[config.mk]
export PLATFORM = sky130hd
export DESIGN_NAME = tcdm_bank_arbiter
export DESIGN_NICKNAME = d
export VERILOG_FILES = /design/src/rtl/tcdm_bank_arbiter.sv
export SDC_FILE = /design/constraint.sdc
export NUM_CORES = 1
export LEC_CHECK = 0
export CELL_PAD_IN_SITES_DETAIL_PLACEMENT = 1
export CELL_PAD_IN_SITES_GLOBAL_PLACEMENT = 2
export CORE_UTILIZATION = 10
export CTS_BUF_LIST = sky130_fd_sc_hd__clkbuf_4
export DETAILED_ROUTE_END_ITERATION = 7
export PLACE_DENSITY = 0.95
export SLEW_MARGIN = 30
export SYNTH_ARGS = -nofsm -noshare
export SYNTH_HDL_FRONTEND = slang
export SYNTH_SLANG_ARGS = --single-unit
[constraint.sdc]
create_clock -name clk_i -period 2.1 [get_ports clk_i]
set_input_delay 0.315 -clock clk_i [delete_from_list [all_inputs] [get_ports clk_i]]
set_output_delay 0.315 -clock clk_i [all_outputs]
set_load 0.02 [all_outputs]
[src/rtl/tcdm_bank_arbiter.sv]
// rtl/tcdm_bank_arbiter.sv - round-robin arbiter sharing one TCDM bank port among NumIn requesters
module tcdm_bank_arbiter #(
    parameter int unsigned NumIn        = 4,
    parameter int unsigned AddrMemWidth = 10,
    parameter int unsigned DataWidth    = 32,
    parameter bit          WriteRespOn  = 1'b0
) (
    input  logic                            clk_i,
    input  logic                            rst_ni,
    input  logic [NumIn-1:0]                req_i,
    input  logic [NumIn*AddrMemWidth-1:0]   add_i,
    input  logic [NumIn-1:0]                wen_i,
    input  logic [NumIn*DataWidth-1:0]      wdata_i,
    input  logic [NumIn*(DataWidth/8)-1:0]  be_i,
    output logic [NumIn-1:0]                gnt_o,
    output logic [NumIn-1:0]                vld_o,
    output logic [DataWidth-1:0]            rdata_o,
    output logic                            mem_req_o,
    input  logic                            mem_gnt_i,
    output logic [AddrMemWidth-1:0]         mem_addr_o,
    output logic                            mem_wen_o,
    output logic [DataWidth-1:0]            mem_wdata_o,
    output logic [DataWidth/8-1:0]          mem_be_o,
    input  logic [DataWidth-1:0]            mem_rdata_i
);

    localparam int unsigned BeWidth = DataWidth / 8;
    localparam int unsigned IdxW    = (NumIn > 1) ? $clog2(NumIn) : 1;

    logic [IdxW-1:0] rr_q;
    logic [IdxW-1:0] rr_next;
    logic            resp_vld_q;
    logic [IdxW-1:0] resp_idx_q;

    logic [IdxW-1:0] win;
    logic            found;
    logic [IdxW:0]   pos;
    logic            handshake;

    // Scan from the pointer with an explicit wrap so non-power-of-2 NumIn works.
    always_comb begin
        found = 1'b0;
        win   = '0;
        pos   = '0;
        for (int unsigned k = 0; k < NumIn; k++) begin
            pos = {1'b0, rr_q} + (IdxW+1)'(k);
            if (pos >= (IdxW+1)'(NumIn)) begin
                pos = pos - (IdxW+1)'(NumIn);
            end
            if (!found && req_i[pos[IdxW-1:0]]) begin
                found = 1'b1;
                win   = pos[IdxW-1:0];
            end
        end
    end

    // Gating with rst_ni keeps the bank and grants quiet while reset is held.
    assign mem_req_o = found & rst_ni;
    assign handshake = mem_req_o & mem_gnt_i;

    always_comb begin
        mem_addr_o  = '0;
        mem_wen_o   = 1'b0;
        mem_wdata_o = '0;
        mem_be_o    = '0;
        if (mem_req_o) begin
            mem_addr_o  = add_i[win*AddrMemWidth +: AddrMemWidth];
            mem_wen_o   = wen_i[win];
            mem_wdata_o = wdata_i[win*DataWidth +: DataWidth];
            mem_be_o    = be_i[win*BeWidth +: BeWidth];
        end
    end

    always_comb begin
        gnt_o = '0;
        if (handshake) begin
            gnt_o[win] = 1'b1;
        end
    end

    assign rr_next = (win == IdxW'(NumIn - 1)) ? '0 : win + 1'b1;

    always_ff @(posedge clk_i or negedge rst_ni) begin
        if (!rst_ni) begin
            rr_q       <= '0;
            resp_vld_q <= 1'b0;
            resp_idx_q <= '0;
        end else if (handshake) begin
            rr_q       <= rr_next;
            resp_vld_q <= ~mem_wen_o | WriteRespOn;
            resp_idx_q <= win;
        end else begin
            resp_vld_q <= 1'b0;
        end
    end

    // Bank read data arrives one cycle after acceptance, so it is forwarded as is.
    always_comb begin
        vld_o = '0;
        if (resp_vld_q) begin
            vld_o[resp_idx_q] = 1'b1;
        end
    end

    assign rdata_o = mem_rdata_i;

    a_num_in: assert property (@(posedge clk_i) NumIn >= 2);
    a_gnt_onehot: assert property (@(posedge clk_i) disable iff (!rst_ni) $onehot0(gnt_o));
    a_vld_onehot: assert property (@(posedge clk_i) disable iff (!rst_ni) $onehot0(vld_o));
    a_gnt_has_req: assert property (@(posedge clk_i) disable iff (!rst_ni) (gnt_o & ~req_i) == '0);

endmodule

# Word-level counts from Yosys, hierarchy flattened

Cells that the tools add are included.

Register bits: 5
Input bits: 227
Output and inout port bits: 88
Logic and storage cells: 73

Add/sub/neg operators: 8
Equal/unequal tests: 1
Mux-type cells: 34
Bitwise logic cells: 3
Shifts and indexed selects: 3
Reductions and logical operators: 8
Multiply operators: 1
Order comparisons: 12

Operators with widths:

| cell                  | count |
|---|---|
| $shiftx A128 B8 Y32   | 1 |
| $shiftx A40 B7 Y10    | 1 |
| $mux W32              | 1 |
| $lt A2 B3 Y1 const B  | 6 |
| $mux W2               | 9 |
| $shiftx A16 B5 Y4     | 1 |
| $mux W1               | 13 |
| $mux W4               | 3 |
| $bmux W1 S2           | 5 |
| $mux W10              | 1 |
| $ge A3 B3 Y1 const B  | 3 |
| $sub A2 B1 Y2 const B | 4 |
| $add A2 B2 Y3 const B | 2 |
| $logic_and A1 B1 Y1   | 5 |
| $mul A2 B3 Y5 const B | 1 |
| $demux W1 S2          | 2 |
| $ge A2 B1 Y1 const B  | 2 |
| $add A2 B1 Y3 const B | 1 |
| $ge A2 B3 Y1 const B  | 1 |
| $logic_not A1 Y1      | 3 |
| $add A2 B1 Y2 const B | 1 |
| $and A1 B1 Y1         | 2 |
| $eq A2 B2 Y1 const B  | 1 |
| $not A1 Y1            | 1 |

# Longest topological paths before layout

Depth in word-level cells: 19
Depth in mapped cells: 9
Depth with buffers taken out: 6

# Least setup slack after synthesis

No wires, ideal clock.

Path type: reg-to-output
Start point: reg rr_q[1]
End point: out mem_addr_o[0]
Cell stages (with the launch flop): 9
Arrival: 1848 ps
Setup slack: -63 ps
Path buffers: 3
Cell sequence: dfrtp_1 > nor2b_1 > and3_1 > a211o_1 > buf_2 > buf_6 > buf_6 > mux2i_1 > o22ai_1

Longest elaborated chain between the ends: 17
Elaborated cells between the ends (all ways): 41
Classes of those cells: add/sub: 7; mul: 1; order compare: 4; shift: 1; mux: 21; bitwise: 1; reduce/logical: 6

RTL lines:

| element                                                                | line | text |
|---|---|---|
| start, declared                                                        | 30   | `logic [IdxW-1:0] rr_q;` |
| start signal, assigned                                                 | 89   | `rr_q <= rr_next;` |
| parallel branches: the longest is 16 deep, another holds $add A2 B1 Y3 | -    |  |
| $mux W10 (*)                                                           | 66   | `if (mem_req_o) begin` |
| end, declared                                                          | 20   | `output logic [AddrMemWidth-1:0] mem_addr_o,` |

Mark *: on every way between the ends. The select of a mux whose other input is x is not followed.

# Worst setup path in the final report

Start point: reg rr_q[1]
End point: out mem_addr_o[2]

The elaborated chain is that of the path after synthesis.

==> results_dict.tcl <==
set metrics [dict create \
    yosysWarnings 0 \
    drive_above_1_share_pct 41.4 \
    htree_levels 1 \
    timing.setup.tns_ns -12.25 \
    ff_latch_area_sq_um 125 \
    ys_seq_elements 5 \
    critPathKind "flip-flop to output port" \
    placed_area_sq_um 4980 \
    setup_ws_ns -0.316 \
    grt_max_degree 19 \
    avgViaCountPerCell 3.94 \
    r2r_cells 7 \
    drt-initial-drc-count 36 \
    post-route-min-period_ns 2.42 \
    powerDensity_nw_per_um2 753 \
    violations "setup timing" \
    rsz0062_at_grt "yes" \
    initial_core_util_pct 10.2 \
    stdcell_area_sq_um 6170 \
    syn_to_final_growth_pct 210 \
    cts_buffer_depth 2 \
    yosysSeqAreaShare_pct 6.28 \
    dr.pass1.iters 2 \
    arrival_ns 2.10 \
    clk_pin_slew_worst_paths_ns 0.04 \
    multi_input_area_sq_um 2190 \
    critPathLaunchType "flip-flop" \
    worst_pin_slew_ns 0.407 \
    clock-sinks 5 \
    fmax_ghz 0.414 \
    core_area_sq_um 19500 \
    peakVddDrop_mv 0.204 \
    holdWs_ns 0.388 \
    slew_headroom_pct 72.9 \
    die_w_um 143 \
    antenna_found_initial 0 \
    syn_area_per_cell_sq_um 8.30 \
    drcViolationCount 0 \
    drv_cap 0 \
    grt.overflow.total 0 \
    grtUsageTotal_pct 13.1 \
    worst-path-max-fanout 7 \
    fillers 2148 \
    power.leakage_nw 2.57 \
    run_status "finished with violations" \
    syn_inst 240 \
    clk_latency_ns 0.25 \
    routabilityCongestion 0.718 \
    post-route-period-util_pct 115 \
    wl_per_cell_um 18.2 \
    final_common_cell "clkdlybuf4s50_1" \
    dp_hpwl_mm 9.15 \
    die_h_um 143 \
    core.rowCount 51 \
    cp-end-kind "output port" \
    final_nets 737 \
    io_buffers 250 \
    root_buffer "clkbuf_4" \
    startpoint "rr_q[1]$_DFFE_PN0P_" \
    vias 3030 \
    cts_buffers 3 \
    layout_common_cells "clkdlybuf4s50_1 (194), mux2i_1 (64), buf_6 (57), buf_4 (32), o22ai_2 (30)" \
    final_max_slew_viol_count 0 \
    fin_skew_ns 0.00267 \
    diodes 0 \
    io_pins 315 \
    finalPower_mw 4.65 \
    wl_mm 14.0 \
    postRouteAntennaNets 0 \
    grt_pass1_vias 3393 \
    crit-reg2reg-launch "rr_q[1]$_DFFE_PN0P_" \
    worstPathRequired_ns 1.78 \
    ys_types 26 \
    hp-class "input pin to asynchronous set/reset pin" \
    syn_nets 471 \
    fin_util_pct 31.7 \
    hold_violations 0 \
    syn_area_sq_um 1990 \
    tritoncts "built" \
    setup_viol 51 \
    die_area_sq_um 20500 \
    grt_pass1_wl_mm 19.8 \
]
==> layout make-up <==
| type | count | share of cell area, % |
|---|---|---|
| inverter | 3 | 0.304 |
| multi-input combinational | 179 | 35.5 |
| clock buffer | 4 | 0.486 |
| sequential | 5 | 2.03 |
| timing repair buffer | 314 | 56.3 |
| tap | 265 | 5.37 |
==> stage by stage <==
stage | worst slack, ns | instances
global placement | -0.915 | 733
finish | -0.316 | 770
detailed placement | -0.957 | 733
global route | -0.399 | 770
CTS | -0.313 | 769
floorplan | -0.0629 | 240
==> registers in the layout, indices dropped and copies added (netlist names) <==
signal	count
resp_idx_q	2
rr_q	2
resp_vld_q	1
==> where the power goes <==
| part | leakage (nW) | switching [mW] | total [mW] | internal, mW |
|---|---|---|---|---|
| logic | 2.49 | 1.87 | 4.37 | 2.50 |
| registers | 0.0612 | 0.0301 | 0.156 | 0.126 |
| clock network | 0.0184 | 0.0428 | 0.128 | 0.0849 |
==> metal layers <==
| metal | track usage (%) | wire (um) | up-vias |
|---|---|---|---|
| met5 | 0 | 0 | - |
| met4 | 4.07 | 304 | 0 |
| met3 | 2.41 | 980 | 29 |
| met2 | 25.2 | 7490 | 160 |
| met1 | 14.4 | 5260 | 1408 |
| li1 | - | - | 1433 |
==> cells in the mapped netlist <==
cell,n,share of area [%]
a211o_1,1,0.44
a21o_1,2,0.75
a21oi_1,1,0.25
a22o_1,1,0.44
and3_1,7,2.2
and3b_1,1,0.44
buf_1,3,0.57
buf_2,11,2.8
buf_4,32,12
buf_6,4,2.3
clkbuf_1,4,0.75
dfrtp_1,5,6.3
ha_1,4,2.5
inv_1,3,0.57
mux2_2,1,0.57
mux2i_1,94,47
nand2_1,5,0.94
nand2b_1,1,0.31
nand3b_1,2,0.75
nor2_1,5,0.94
nor2b_1,1,0.31
nor3b_1,1,0.38
o21ai_0,2,0.50
o221ai_1,1,0.44
o22ai_1,47,15
o41a_1,1,0.57
==> worst paths after layout <==
check                                            end  slack, ns
max                                    mem_addr_o[2]      -0.32
min                        resp_idx_q[1]$_DFFE_PN0P_       0.39
max reg2reg                     resp_vld_q$_DFF_PN0_       0.21
min reg2reg                resp_idx_q[0]$_DFFE_PN0P_       0.54
max in group asynchronous       resp_vld_q$_DFF_PN0_       1.60
min in group clk_i         resp_idx_q[0]$_DFFE_PN0P_       0.54
==> what timing repair did <==
item / CTS / global route
pin swaps: 24 / 7
gates resized for setup: 407 / 32
setup buffers: 17 / 5
endpoints found under the setup margin: 54 / 52
gates cloned: 15 / 0
hold buffers: 0 / 0
==> kinds of logic after synthesis <==
kind of cell,synth area share [%]
mux,47.8
simple gates,6.28
fa+ha+maj,2.51
compound gates,18.2
buf+inv,19.0
flops,6.28
==> worst max-delay path, stage by stage (launching register included) <==
cell and delay [ns]:
dfrtp_1 0.39, nor2b_4 0.14, and3_4 0.17, a211o_4 0.36
buf_4 0.16, buf_16 0.15, mux2i_4 0.20, o22ai_4 0.14
buf_6 0.14
Note: power is estimated with default switching activity, not from simulation.
